[src/rtl/mtm_alu_frame_receiver.sv]
// Serial frame receiver for the MTM ALU: assembles DATA/CMD frames into A, B and OP,
// checks data-frame count and CRC, and strobes valid one cycle after the CMD stop bit.
module mtm_alu_frame_receiver #(
   parameter int NDATA = 8
) (
   input  logic        clk,
   input  logic        rst,
   input  logic        sin,
   output logic [31:0] a_out,
   output logic [31:0] b_out,
   output logic [2:0]  op_out,
   output logic        valid,
   output logic        err_data,
   output logic        err_crc
);

   localparam int NSLOT = (NDATA > 8) ? NDATA : 8;
   localparam int CW    = $clog2(NDATA + 2);
   localparam logic [CW-1:0] NDATA_C = CW'(NDATA);
   localparam logic [CW-1:0] NSAT_C  = CW'(NDATA + 1);

   typedef enum logic [1:0] {
      S_IDLE    = 2'd0,
      S_TYPE    = 2'd1,
      S_PAYLOAD = 2'd2,
      S_STOP    = 2'd3
   } state_e;

   state_e          state_q, state_d;
   logic [2:0]      bit_cnt_q, bit_cnt_d;
   logic            type_q, type_d;
   logic [7:0]      shift_q, shift_d;
   logic [CW-1:0]   data_cnt_q, data_cnt_d;
   logic            ovf_q, ovf_d;
   logic [7:0]      slot_q [NSLOT];
   logic [7:0]      slot_d [NSLOT];
   logic            cmd_pend_q, cmd_pend_d;
   logic            ferr_pend_q, ferr_pend_d;
   logic [31:0]     a_q, a_d;
   logic [31:0]     b_q, b_d;
   logic [2:0]      op_q, op_d;
   logic            valid_q, valid_d;
   logic            err_data_q, err_data_d;
   logic            err_crc_q, err_crc_d;

   logic [31:0]     msg_a;
   logic [31:0]     msg_b;
   logic [2:0]      msg_op;
   logic [3:0]      crc_calc;

   // Serial CRC x^4+x+1, init 0, message consumed MSB first.
   function automatic logic [3:0] crc4(input logic [67:0] m);
      logic [3:0] c;
      logic       fb;
      c = 4'b0000;
      for (int i = 67; i >= 0; i--) begin
         fb = c[3] ^ m[i];
         c  = {c[2:0], 1'b0} ^ (fb ? 4'b0011 : 4'b0000);
      end
      return c;
   endfunction

   assign msg_b    = {slot_q[0], slot_q[1], slot_q[2], slot_q[3]};
   assign msg_a    = {slot_q[4], slot_q[5], slot_q[6], slot_q[7]};
   assign msg_op   = shift_q[6:4];
   assign crc_calc = crc4({msg_b, msg_a, 1'b1, msg_op});

   always_comb begin
      state_d     = state_q;
      bit_cnt_d   = bit_cnt_q;
      type_d      = type_q;
      shift_d     = shift_q;
      data_cnt_d  = data_cnt_q;
      ovf_d       = ovf_q;
      slot_d      = slot_q;
      cmd_pend_d  = 1'b0;
      ferr_pend_d = 1'b0;
      a_d         = a_q;
      b_d         = b_q;
      op_d        = op_q;
      valid_d     = 1'b0;
      err_data_d  = 1'b0;
      err_crc_d   = 1'b0;

      case (state_q)
         S_IDLE: begin
            if (!sin) state_d = S_TYPE;
         end
         S_TYPE: begin
            type_d    = sin;
            bit_cnt_d = 3'd7;
            state_d   = S_PAYLOAD;
         end
         S_PAYLOAD: begin
            shift_d   = {shift_q[6:0], sin};
            bit_cnt_d = bit_cnt_q - 3'd1;
            if (bit_cnt_q == 3'd0) state_d = S_STOP;
         end
         S_STOP: begin
            state_d = S_IDLE;
            if (!sin) begin
               ferr_pend_d = 1'b1;
            end else if (type_q) begin
               cmd_pend_d = 1'b1;
            end else begin
               if (data_cnt_q < NDATA_C) begin
                  for (int i = 0; i < NSLOT; i++) begin
                     if (i < NDATA && i == int'(data_cnt_q)) slot_d[i] = shift_q;
                  end
               end else begin
                  ovf_d = 1'b1;
               end
               if (data_cnt_q != NSAT_C) data_cnt_d = data_cnt_q + CW'(1);
            end
         end
         default: state_d = S_IDLE;
      endcase

      // Packet verdict lands one cycle after the stop bit; no frame can commit in between.
      if (ferr_pend_q) begin
         valid_d    = 1'b1;
         err_data_d = 1'b1;
         data_cnt_d = '0;
         ovf_d      = 1'b0;
      end else if (cmd_pend_q) begin
         valid_d = 1'b1;
         if (data_cnt_q != NDATA_C || ovf_q) begin
            err_data_d = 1'b1;
         end else if (crc_calc != shift_q[3:0]) begin
            err_crc_d = 1'b1;
         end else begin
            a_d  = msg_a;
            b_d  = msg_b;
            op_d = msg_op;
         end
         data_cnt_d = '0;
         ovf_d      = 1'b0;
      end
   end

   always_ff @(posedge clk or negedge rst) begin
      if (!rst) begin
         state_q     <= S_IDLE;
         bit_cnt_q   <= 3'd0;
         type_q      <= 1'b0;
         shift_q     <= 8'd0;
         data_cnt_q  <= '0;
         ovf_q       <= 1'b0;
         for (int i = 0; i < NSLOT; i++) slot_q[i] <= 8'd0;
         cmd_pend_q  <= 1'b0;
         ferr_pend_q <= 1'b0;
         a_q         <= 32'd0;
         b_q         <= 32'd0;
         op_q        <= 3'd0;
         valid_q     <= 1'b0;
         err_data_q  <= 1'b0;
         err_crc_q   <= 1'b0;
      end else begin
         state_q     <= state_d;
         bit_cnt_q   <= bit_cnt_d;
         type_q      <= type_d;
         shift_q     <= shift_d;
         data_cnt_q  <= data_cnt_d;
         ovf_q       <= ovf_d;
         slot_q      <= slot_d;
         cmd_pend_q  <= cmd_pend_d;
         ferr_pend_q <= ferr_pend_d;
         a_q         <= a_d;
         b_q         <= b_d;
         op_q        <= op_d;
         valid_q     <= valid_d;
         err_data_q  <= err_data_d;
         err_crc_q   <= err_crc_d;
      end
   end

   assign a_out    = a_q;
   assign b_out    = b_q;
   assign op_out   = op_q;
   assign valid    = valid_q;
   assign err_data = err_data_q;
   assign err_crc  = err_crc_q;

endmodule
[config.mk]
export PLATFORM = sky130hd
export DESIGN_NAME = mtm_alu_frame_receiver
export DESIGN_NICKNAME = d
export VERILOG_FILES = /design/src/rtl/mtm_alu_frame_receiver.sv
export SDC_FILE = /design/constraint.sdc
export NUM_CORES = 1
export LEC_CHECK = 0
export ABC_CLOCK_PERIOD_IN_PS = 6100
export CAP_MARGIN = 0
export CORE_UTILIZATION = 55
export CTS_BUF_LIST = sky130_fd_sc_hd__clkbuf_8
export DETAILED_ROUTE_END_ITERATION = 10
export PLACE_DENSITY = 0.78
export SLEW_MARGIN = 20
export SYNTH_ARGS = -nofsm -noshare
export SYNTH_HDL_FRONTEND = slang
export SYNTH_SLANG_ARGS = --single-unit
[constraint.sdc]
create_clock -name clk -period 6.1 [get_ports clk]
set_input_delay 0.915 -clock clk [delete_from_list [all_inputs] [get_ports clk]]
set_output_delay 0.915 -clock clk [all_outputs]
set_load 0.02 [all_outputs]
==> run summary, run 1 <==
initial antenna violation count -> 0
register bit total from synthesis -> 155
vias in the first global route -> 4,312
Most common cell on crit path -> xnor3_1
mean routed wirelength per cell -> 19.1 um
worst-margin pin slew -> 0.911 ns
Sink Count -> 155
Mapped Area -> 7310 sq um
Max Cap Viol -> 0
CTS Buf Count -> 17
WS Path Type -> flop to flop
outcome -> finished clean
drt via density -> 5.35
first drt pass iteration count -> 4
die width -> 117 um
syn nets -> 501
initial DRC count -> 168
Area Growth Syn to Fin -> 17.1%
Routability Congestion -> 0.875
fill count -> 907
Final Cycle Share -> 80.5%
post-route ant nets -> 0
Final Max Tran Viols -> 0
Post-synth EDFFs -> 0
min Tclk post-route -> 4.91 ns
synthesized instance count -> 487
Synth Area in Compound Gates -> 1.32%
Total Routing Usage GR -> 22.8%
relative slew slack -> 39.3%
final setup vio count -> 0
area of the multi-input gates -> 3300 sq um
cts-stage hold buffer count -> 0
worst-path cell chain -> xnor2_1 -> xnor3_1 -> xnor3_1 -> xnor3_1 -> xnor3_2 -> xnor3_1 -> nor3_1 -> o211ai_1 -> a211oi_4 -> buf_12 -> mux2_2
CTS max path bufs -> 2
crit end category -> flop
die height -> 117 um
Post-Synth Adder-Cell Area -> 1.88%
largest net degree at the start of global routing -> 120
endpoints failing hold -> 0
share of the synthesized area in the top cell type -> 53.0%
xor/xnor cell area share of the yosys netlist -> 17.5%
first-pass GRT wire length -> 23,400 um
Clk Latency, worst-skew pair -> 0.45 ns
routed via count -> 3,994
RSZ-0062 raised after global routing -> no
post-synth top area cell -> dfrtp_1
CTS H-Tree Depth -> 4
share of synthesized area spent on multiplexers -> 21.7%
Post-CTS Resized -> 0
Synth Flop Type -> dfrtp_1
startpoint types -> flop
number of buffers inserted by post-CTS setup repair -> 0
layout cells sized above 1 -> 25.6%
Crit Path Max Fanout -> 55
Root Driver -> clkbuf_8
Port Buf Inserts -> 72
Hold WC Path Type -> flop to flop
post-synthesis sequential area ratio -> 53.0%
Initial Utilization -> 57.3%
FP Rows -> 41
largest family of logic cells by synthesized area -> multiplexers
CTS tree -> built
final net count -> 577
setup_tns -> 0 ns
syn_area_per_cell -> 15.0 sq um
Reg clk slew, reported paths -> 0.08 ns
fmax -> 0.204 GHz
CP max stage delay -> 0.72 ns
Layout Skew -> 0.0126 ns
slowest CP cell -> a211oi_4
Storage cell area -> 3880 sq um
DRC Markers -> 0
ANT cells -> 0
area of the core -> 12,800 sq um
Synth Area in Simple Gates -> 2.57%
CP arrival -> 5.24 ns
Worst Path Required -> 6.43 ns
die area -> 13,800 sq um
synth top area cells -> dfrtp_1 53%, mux2_2 17%, xnor3_1 7.4%
Routed WL -> 14,300 um
count leader, synth -> dfrtp_1
Top Ports -> 73
post-DP HPWL -> 9790 um
Async S/R FF share, synth -> 100%
total grt overflow -> 0
Yosys warnings -> 0
Yosys cell types -> 41
top cells by count, synth -> 155 x dfrtp_1, 110 x mux2_2, 56 x xnor2_1
==> metrics by stage <==
step | setup WS (ns) | area (sq um) | instances | hold WS (ns) | utilization, %
floorplan | 2.11 | 7310 | 487 | 0.433 | -
global placement | 1.33 | 8170 | 716 | 0.459 | 64.0
detailed placement | 1.26 | 8170 | 716 | 0.474 | 64.0
CTS | 1.23 | 8560 | 747 | 0.491 | 67.0
global route | 1.01 | 8570 | 747 | 0.507 | 67.1
finish | 1.19 | 8570 | 747 | 0.487 | 67.1
==> registers in the layout, summed over array words and instances, names as in the netlist, 2 cells and up <==
register,cells
msg_b,32
a_out,32
shift_q,8
data_cnt_q,4
op_out,3
msg_a,32
bit_cnt_q,3
b_out,32
state_q,2
==> per-layer routing <==
metal	share of wire [%]	track usage, %	vias up
met2	50	37.6	73
met4	2.3	9.25	0
met3	3.1	5.16	23
li1	-	-	1840
met1	44	29.3	2058
met5	0	0	-
==> cell families (layout without fill, tap and decap cells) <==
family / count (synthesis) / count (layout)
AO/OA/AOI/OAI: 14 / 14
buffers and inverters: 25 / 113
multiplexers: 141 / 141
flip-flops: 155 / 155
adder cells (fa/ha/maj): 11 / 11
AND/OR/NAND/NOR: 40 / 40
XOR/XNOR: 101 / 101
==> placed cells by master (no fill, tap or decap), types with 3 or more instances in the layout <==
cell,instances
dfrtp_1,155
mux2_2,110
clkdlybuf4s50_1,71
xnor2_1,56
mux2_1,30
xnor3_1,24
clkbuf_8,18
xor2_1,16
nand2_1,14
inv_1,11
nor2_1,11
ha_1,11
clkinvlp_4,4
xor3_1,3
and3_1,3
nor3_1,3
a21oi_1,3
bufinv_16,3
==> final timing paths <==
check | start | end | slack, ns | depth (start not counted)
worst max-delay path | msg_b[12] | a_out[24] | 1.19 | 11
worst min-delay path | b_out[22] | b_out[22] | 0.49 | 1
worst max register to register | msg_b[12] | a_out[24] | 1.19 | 11
worst min register to register | b_out[22] | b_out[22] | 0.49 | 1
max in group asynchronous | rst | msg_a[16] | 4.44 | 2
min in group asynchronous | rst | b_out[16] | 0.58 | 1
==> layout make-up <==
class,count,area share [%]
tap,172,2.51
clock inverter,14,1.85
inverter,8,0.351
timing repair buffer,74,8.78
clock buffer,17,2.73
multi-input combinational,307,38.5
sequential,155,45.3
==> critical path: cells and delay by family (launching register included) <==
kind | cells | cell delay, ns
AOI/OAI and AO/OA | 2 | 0.92
xor gates and xnor gates | 6 | 2.42
buffers and inverters | 1 | 0.35
DFF | 1 | 0.44
muxes | 1 | 0.38
and+or+nand+nor | 1 | 0.22
Power of run 1 is left out: the tool's default activity adds up to more than one toggle a clock period on the data nets, which glitch-free logic cannot reach.
==> run 2: changes to the inputs <==
--- a/config.mk
+++ b/config.mk
@@ -5,12 +5,12 @@
 export SDC_FILE = /design/constraint.sdc
 export NUM_CORES = 1
 export LEC_CHECK = 0
-export ABC_CLOCK_PERIOD_IN_PS = 6100
+export ABC_CLOCK_PERIOD_IN_PS = 4000
 export CAP_MARGIN = 0
-export CORE_UTILIZATION = 55
+export CORE_UTILIZATION = 53
 export CTS_BUF_LIST = sky130_fd_sc_hd__clkbuf_8
 export DETAILED_ROUTE_END_ITERATION = 10
-export PLACE_DENSITY = 0.78
+export PLACE_DENSITY = 0.79
 export SLEW_MARGIN = 20
 export SYNTH_ARGS = -nofsm -noshare
 export SYNTH_HDL_FRONTEND = slang
==> constraint.sdc (replaced) <==
create_clock -name clk -period 4 [get_ports clk]
set_input_delay 0.6 -clock clk [delete_from_list [all_inputs] [get_ports clk]]
set_output_delay 0.6 -clock clk [all_outputs]
set_load 0.02 [all_outputs]
==> run 2 against run 1 <==
The run now ends with negative setup slack left. Final cell count rose by 9.2%. Non-clock buffer count increased by 66. Count of clock-buffer cells in the layout is 1 higher. Sequential share of layout area fell by 4.6 points. Via count grew 9.9%. Die area rose by 3.7%. First-iteration DRC count grew 44%. Utilization is 4.4 points higher.
==> run summary, run 2 (synthesized netlist as in run 1, its figures left out) <==
Reg clk slew, reported paths -> 0.08 ns (about the same)
DRC Markers -> 0 (unchanged)
startpoint types -> flop
slowest CP cell -> xnor3_1
Initial Utilization -> 54.8% (-2.5 points)
die width -> 119 um (+1.8%)
drt via density -> 5.38 (+0.64%)
Layout Skew -> 0.0159 ns (+0.00336 ns)
crit end category -> flop
area of placed instances -> 8470 sq um (+3.6%)
Area Growth Syn to Fin -> 30.5%
mean routed wirelength per cell -> 20.4 um (+6.7%)
Top Ports -> 73 (unchanged)
Clk Latency, worst-skew pair -> 0.46 ns (about the same)
vias in the first global route -> 4,589 (+6.4%)
post-DP HPWL -> 10,100 um (+2.8%)
FP Rows -> 42 (+2.4%)
most common cell after layout, fill and taps aside -> dfrtp_1
fill count -> 885 (-2.4%)
Root Driver -> clkbuf_8
final setup vio count -> 67 (+67)
CP delay by family, top -> XOR/XNOR gates
Placed Cells -> 757 (+5.7%)
die height -> 119 um (+1.8%)
first-pass GRT wire length -> 24,600 um (+5.1%)
worst-path cell chain -> xor2_1 -> xnor3_1 -> buf_6 -> xnor2_4 -> xnor3_1 -> buf_4 -> xnor3_2 -> xnor3_1 -> buf_4 -> and3_1 -> o211ai_1 -> buf_4 -> a211oi_4 -> buf_6 -> clkbuf_16 -> mux2_2
WS Path Type -> flop to flop
most frequent cells in the layout -> 155 x dfrtp_1, 81 x mux2_2, 71 x clkdlybuf4s50_1
Worst Path Required -> 4.34 ns (-2.09 ns)
Storage cell area -> 3880 sq um (unchanged)
CTS tree -> built
CTS max path bufs -> 2 (unchanged)
layout cells sized above 1 -> 39.4% (+14 points)
initial DRC count -> 242 (+44%)
routed via count -> 4,391 (+9.9%)
min Tclk post-route -> 4.15 ns (-0.757 ns)
area of the core -> 13,300 sq um (+4.5%)
largest net degree at the start of global routing -> 125 (+4.2%)
die area -> 14,300 sq um (+3.7%)
final non-filler cell total -> 816 (+9.2%)
initial antenna violation count -> 0 (unchanged)
endpoints failing hold -> 0 (unchanged)
Port Buf Inserts -> 72 (unchanged)
Total Routing Usage GR -> 23.4% (+0.56 points)
fmax -> 0.241 GHz (+18%)
Routed WL -> 16,600 um (+17%)
CTS Buf Count -> 17 (unchanged)
Max Cap Viol -> 0 (unchanged)
PnR worst setup slack -> -0.154 ns (-1.34 ns)
relative slew slack -> 32.2% (-7.1 points)
outcome -> finished with violations
Final Instance Area -> 9540 sq um (+11%)
Routability Congestion -> 0.833 (-4.8%)
CP arrival -> 4.49 ns (-0.75 ns)
RSZ-0062 raised after global routing -> yes
Sink Count -> 155 (unchanged)
Final Max Tran Viols -> 0 (unchanged)
failing checks -> negative setup slack
CTS H-Tree Depth -> 4 (unchanged)
cts-stage hold buffer count -> 0 (unchanged)
worst-margin pin slew -> 1.02 ns (+0.106 ns)
ANT cells -> 0 (unchanged)
Crit Path Max Fanout -> 8 (-85%)
Hold WC Path Type -> primary input to asynchronous set/reset pin
area of the multi-input gates -> 3670 sq um (+11%)
total grt overflow -> 0 (unchanged)
Buf/Inv on CP -> 6 (+5)
first drt pass iteration count -> 4 (unchanged)
final net count -> 643 (+11%)
worst reg2reg setup slack -> -0.15 ns (-1.34 ns)
CP max stage delay -> 0.49 ns (-0.23 ns)
post-route ant nets -> 0 (unchanged)
Final Cycle Share -> 104% (+23 points)
[run 2: path summary, 6_finish.rpt]
path / start / endpoint / cells past startpoint
min: rst / b_out[26] / 1
min reg2reg: a_out[7] / a_out[7] / 1
min in group clk: a_out[7] / a_out[7] / 1
max: msg_b[11] / b_out[14] / 16
max in group asynchronous: rst / msg_a[20] / 2
max reg2reg: msg_b[11] / b_out[14] / 16
[run 2: layer usage]
metal  GRT usage (%)  part of all wire [%]  vias to the layer above
li1                -                     -                     1972
met1            30.6                    44                     2304
met2            37.4                    50                       85
met3            5.51                   2.7                       30
met4            10.1                   2.6                        0
met5               0                     0                        -
[run 2: what timing repair did]
item / 4_1_cts / 5_1_grt
setup buffers: 16 / 9
setup endpoints to repair: 67 / 67
gates cloned: 1 / 3
pin swaps: 27 / 12
gates resized for setup: 24 / 56
[run 2: cell type report]
cell class / instances / area share, %
clock buffer: 18 / 2.60
clock inverter: 12 / 1.57
inverter: 8 / 0.315
multi-input combinational: 307 / 38.5
sequential: 155 / 40.6
tap: 176 / 2.31
timing repair buffer: 140 / 14.1
[run 2: per-stage QoR]
stage / hold WS, ns / setup TNS (ns) / setup slack, ns / utilization [%]
after floorplan: 0.304 / 0 / 0.00626 / -
after global placement: 0.457 / -12.92 / -0.209 / 63.4
after detailed placement: 0.470 / -18.59 / -0.299 / 63.4
after CTS: 0.360 / -0.00395 / -0.00395 / 68.6
after global routing: 0.377 / -14.66 / -0.256 / 71.5
final: 0.247 / -7.48 / -0.154 / 71.5
Power of run 2 is left out for the same reason.
==> patch 1, RTL diff (config.mk and constraints of run 2) <==
Add an input register stage for `sin`, cleared by the reset; this delays it by one clock.
--- a/src/rtl/mtm_alu_frame_receiver.sv
+++ b/src/rtl/mtm_alu_frame_receiver.sv
@@ -25,6 +25,16 @@
       S_PAYLOAD = 2'd2,
       S_STOP    = 2'd3
    } state_e;
+
+   logic sin_q;
+
+   always_ff @(posedge clk or negedge rst) begin
+      if (!rst) begin
+         sin_q <= '0;
+      end else begin
+         sin_q <= sin;
+      end
+   end
 
    state_e          state_q, state_d;
    logic [2:0]      bit_cnt_q, bit_cnt_d;
@@ -84,21 +94,21 @@
 
       case (state_q)
          S_IDLE: begin
-            if (!sin) state_d = S_TYPE;
+            if (!sin_q) state_d = S_TYPE;
          end
          S_TYPE: begin
-            type_d    = sin;
+            type_d    = sin_q;
             bit_cnt_d = 3'd7;
             state_d   = S_PAYLOAD;
          end
          S_PAYLOAD: begin
-            shift_d   = {shift_q[6:0], sin};
+            shift_d   = {shift_q[6:0], sin_q};
             bit_cnt_d = bit_cnt_q - 3'd1;
             if (bit_cnt_q == 3'd0) state_d = S_STOP;
          end
          S_STOP: begin
             state_d = S_IDLE;
-            if (!sin) begin
+            if (!sin_q) begin
                ferr_pend_d = 1'b1;
             end else if (type_q) begin
                cmd_pend_d = 1'b1;
Check against the original RTL: same outputs for any inputs over 10 cycles, from zero or initial values and one cycle with rst low; that may be too few to reach the edited logic, so the function may still have changed.
==> patch 1 against run 2 <==
- design area down 0.62%
- highest routed layer unchanged
- fmax down 0.20%
- synthesized cell count up 0.41%
- sequential cell count up 1
- routed wire length down 1.9%
- critical endpoint is now a_out[5]
- critical path type unchanged
- setup slack worse by 8.4 ps
- synthesized area up 1.8%
- the flow still finishes with violations (setup timing)
- global-route usage down 0.81 points
- via count down 0.39%
Power is not shown: default switching activity piles up to over one toggle a cycle in this logic, so the estimate is an artifact.
==> patch 1: results (changes against run 2) <==
- The met2 usage is 37.1% (-0.29 points).
* Post-cts sizing count: 4 (-83%)
* Number of nets produced by synthesis: 503 (+0.40%)
- The non-clock buffer instance count of the final layout is 134 (-4.3%).
* Highest net fanout along the worst path: 5 (-3)
- Count of inverters other than clock inverters in the layout: 8 (unchanged)
* Critical path arrival: 4510 ps (+20 ps)
- The total CTS buffers came to 17 (unchanged).
- The checks that failed: setup timing.
* Register area share after synthesis: 52.4% (-0.58 points)
* Result of the run: finished with violations
* Met1 routing resource usage after global routing: 29.6% (-1.0 points)
- Top post-synthesis cells by count: dfrtp_1, mux2_2, xnor2_1
- Final RePlAce weighted congestion: 0.889 (+6.7%)
- The count of state elements after synthesis was 156 (+0.65%).
* Nets: 639 (-0.62%)
- Number of iterations in the first detailed-routing pass: 6 (+2)
- Detailed placer's ending HPWL: 10,400 um (+3.3%)
* Layout clock buffer count: 18 (unchanged)
- The number of antenna violations at the first check in global routing came to 0 (unchanged).
* Slowest stage cell, crit path: dfrtp_1
- Layout multi-input combinational cell count: 308 (+0.33%)
- Final setup violation count: 67 (unchanged)
- Antenna diodes: 0 (unchanged)
* Asr flop ratio synth: 100% (unchanged)
- The non-clock buffer share of cell area is 14.2% (+0.087 points).
- Total number of vias: 4,374 (-0.39%)
- Flip-flop cell with the highest count after synthesis: dfrtp_1
- Slew at the pin closest to its max-slew limit: 724 ps (-293 ps)
* Global-route met3 utilization: 4.48% (-1.0 points)
* Synthesized-area fraction occupied by xor and xnor cells: 17.2% (-0.29 points)
- The post-synthesis adder-cell area fraction is 1.85% (-0.033 points).
* Wire length reported by the detailed router: 16,300 um (-1.9%)
* Initial DRC count: 215 (-11%)
- The complex-gate fraction of the synthesized area was 1.33% (+0.011 points).
* Vias in the first global route: 4,563 (-0.57%)
- The cell family contributing the most delay on the critical path is XOR/XNOR gates.
- The clock network area share was 4.21% (+0.039 points).
* Longest individual stage delay on the worst path: 440 ps (-50 ps)
- The deepest level of the CTS H-tree is 4 (unchanged).
- The worst-case clock skew came to 8.24 ps (-7.68 ps).
- Met1 wire length: 7150 um (-2.8%)
- Met2 Wirelength: 8190 um (-2.1%)
- The total length of routed met3 wires came to 710 um (+57%).
- The count of different cell masters after synthesis was 40 (-2.4%).
- The highest layer touched by signal routing is met4.
- Wire length of the first global-routing pass: 24,300 um (-1.5%)
- After synthesis, the cell types taking the most area are dfrtp_1, mux2_2, xnor3_1.
* Proportion of layout cells with a drive suffix above 1: 41.6% (+2.3 points)
* Largest net degree at the start of global routing: 81 (-35%)
- Footprint of the multi-input gates: 3590 um2 (-2.3%)
- All-Layer GR Usage: 22.6% (-0.81 points)
- The register cell area after layout was 3900 um2 (+0.65%).
* Dpl ws: -173 ps (+126 ps)
- Final WS setup: -162 ps (-8.40 ps)
- Clock-pin slew was measured on the worst setup and hold paths at 70 ps.
- The multiplexer share of the synthesized area came to 22.8% (+1.1 points).
- Post-CTS Setup Repair Bufs: 3 (-13)
* Total gr overflow: 0 (unchanged)
- The number of inserted filler cells in the final layout was 916 (+3.5%).
patch 1: cell count changes in the layout (fill, tap and decap cells not counted), sizes merged, moves of 2 or more:
cell / run 2 / this run
clkbuf: 21 / 23
nor3: 3 / 1
and3: 3 / 1
or3: 0 / 2
buf: 66 / 58
nand3: 1 / 3
patch 1: worst paths after layout:
path,start,endpoint,slack (ps),cells after the start
max,msg_b[8],a_out[5],-160,12
min,rst,op_out[2],160,1
max reg2reg,msg_b[8],a_out[5],-160,12
min reg2reg,ferr_pend_q,err_data,470,1
max in group asynchronous,rst,b_out[22],3000,2
min in group clk,ferr_pend_q,err_data,470,1
patch 1: per-stage QoR:
stage | instance area [um2] | instances | TNS [ps]
detailed placement | 8640 | 758 | -9220
finish | 9490 | 810 | -9050
global placement | 8640 | 758 | -2970
CTS | 9070 | 789 | -6.94
global route | 9490 | 810 | -12320
floorplan | 7460 | 489 | 0
==> patch 2, RTL diff (config.mk and constraints of run 2) <==
Made on the original files. The parameter `NDATA` goes from 8 to 16.
--- a/src/rtl/mtm_alu_frame_receiver.sv
+++ b/src/rtl/mtm_alu_frame_receiver.sv
@@ -1,7 +1,7 @@
 // Serial frame receiver for the MTM ALU: assembles DATA/CMD frames into A, B and OP,
 // checks data-frame count and CRC, and strobes valid one cycle after the CMD stop bit.
 module mtm_alu_frame_receiver #(
-   parameter int NDATA = 8
+   parameter int NDATA = 16
 ) (
    input  logic        clk,
    input  logic        rst,
Behaviour: same outputs for any inputs over 10 cycles, from zero or initial values and one cycle with rst low; that may be too few to reach the edited logic, so the function may still have changed.
==> patch 2 against run 2 <==
- the run still ends with setup timing left
- routed wire length decreased by 3.9%
- cell count increased by 2.5%
- synthesized area increased by 0.36%
- via count increased by 1.3%
- design area decreased by 2.2%
- clock skew decreased by 5.8 ps
- sequential share of layout area increased by 1.2 points
- setup slack got worse by 42 ps
- die area increased by 0.36%
- sequential cell count increased by 1
- non-clock buffer count decreased by 11
- critical path type unchanged
Power is not shown: default switching activity piles up to over one toggle a cycle in this logic, so the estimate is an artifact.
==> patch 2: results (changes against run 2) <==
- Total placed instance area: 8580 um2 (+1.4%)
- Met3 wire length: 571 um (+26%)
- The pin slew with the least headroom to its limit was 908 ps (-110 ps).
* Layout filler cell count: 907 (+2.5%)
- The maximum number of pins on one net before global-route repair came to 102 (-18%).
- Depth of the most critical reg-to-reg path: 14 (-2)
- All-Layer GR Usage: 23.6% (+0.16 points)
- The global-route wire length before repair came to 25,000 um (+1.7%).
* Vias in the first global route: 4,707 (+2.6%)
- Global-route met3 utilization: 4.66% (-0.85 points)
- The checks that failed: setup timing.
* Cell Count Post-Placement: 792 (+4.6%)
- Number of pins exceeding their max-slew limit in the final report: 0 (unchanged)
- Met1 routing resource usage after global routing: 30.3% (-0.33 points)
- Sorting the synthesized cells by area gives the leading types as dfrtp_1, mux2_2, xnor2_1.
- Proportion of layout cells with a drive suffix above 1: 35.0% (-4.4 points)
- The met2 routed wirelength was 8020 um (-4.1%).
- Final setup violation count: 67 (unchanged)
- The post-synthesis sequential area ratio came to 53.2% (+0.15 points).
* Number of distinct library cells after synthesis: 34 (-17%)
- The complex-gate fraction of the synthesized area is 1.18% (-0.14 points).
- The total wire length after detailed routing is 16,000 um (-3.9%).
- The most critical setup path has its endpoint at b_out[13].
- Final RePlAce weighted congestion: 0.854 (+2.5%)
- The number of nets in the layout is 661 (+2.8%).
* Critical path arrival: 4560 ps (+70 ps)
- Synthesized-area fraction occupied by adder cells: 1.87% (-0.0067 points)
* Final WS setup: -196 ps (-42.1 ps)
- Cell count after synthesis: 515 (+5.7%)
- The post-route met1 wirelength was 6970 um (-5.3%).
- The final HPWL from detailed placement was 10,600 um (+5.3%).
- Origin of the critical flop-to-flop path: msg_b[8]
* Initial DRC count: 213 (-12%)
- TNS Setup: -10,530 ps (-3050 ps)
* Dpl ws: -276 ps (+22.7 ps)
- After detailed routing, no signal wire sits above met4.
* Combined flip-flop and latch cell area: 3910 um2 (+0.68%)
- Result of the run: finished with violations
- The met2 usage is 39.2% (+1.8 points).
- Hold Worst Slack: 244 ps (-2.82 ps)
* Number of nets produced by synthesis: 529 (+5.6%)
- Longest individual stage delay on the worst path: 520 ps (+30 ps)
* Routed wirelength normalized by instance count: 19.1 um (-6.2%)
- The worst-case clock skew came to 10.1 ps (-5.83 ps).
* Slowest stage cell, crit path: mux4_2
- The routed via count divided by cell count was 5.32 (-1.1%).
* Top post-synthesis cells by count: dfrtp_1, mux2_2, xnor2_1
* Share of synthesized area spent on multiplexers: 21.8% (+0.093 points)
- Synthesized-area fraction occupied by xor and xnor cells: 17.2% (-0.28 points)
-- patch 2: changes by cell type in the layout (fill, tap and decap cells not counted), moves of 7 or more --
| cell | change |
|---|---|
| buf_4 | -13 |
| mux2_1 | +7 |
| mux2_2 | +26 |
| mux2_4 | -33 |
| nor2_1 | +17 |
| xnor2_1 | +17 |
| xnor2_2 | +8 |
| xnor3_1 | -7 |
| xor2_1 | +10 |
-- patch 2: repair_timing --
action	4_1_cts	5_1_grt
hold buffers	0	0
setup endpoints to repair	67	67
pin swaps	3	18
buffers inserted	5	1
gates resized for setup	18	19
gates cloned	2	5
-- patch 2: cell type report --
cell class                 count  area share [%]
sequential                   156            41.8
multi-input combinational    334            37.5
timing repair buffer         129            13.8
clock buffer                  17            2.51
tap                          176            2.36
clock inverter                15            1.63
inverter                       9           0.362
-- patch 2: cells by family after synthesis --
group           Yosys count
fa+ha+maj                11
compound gates           13
simple gates             51
xor+xnor                118
mux                     141
flops                   156
buf+inv                  25
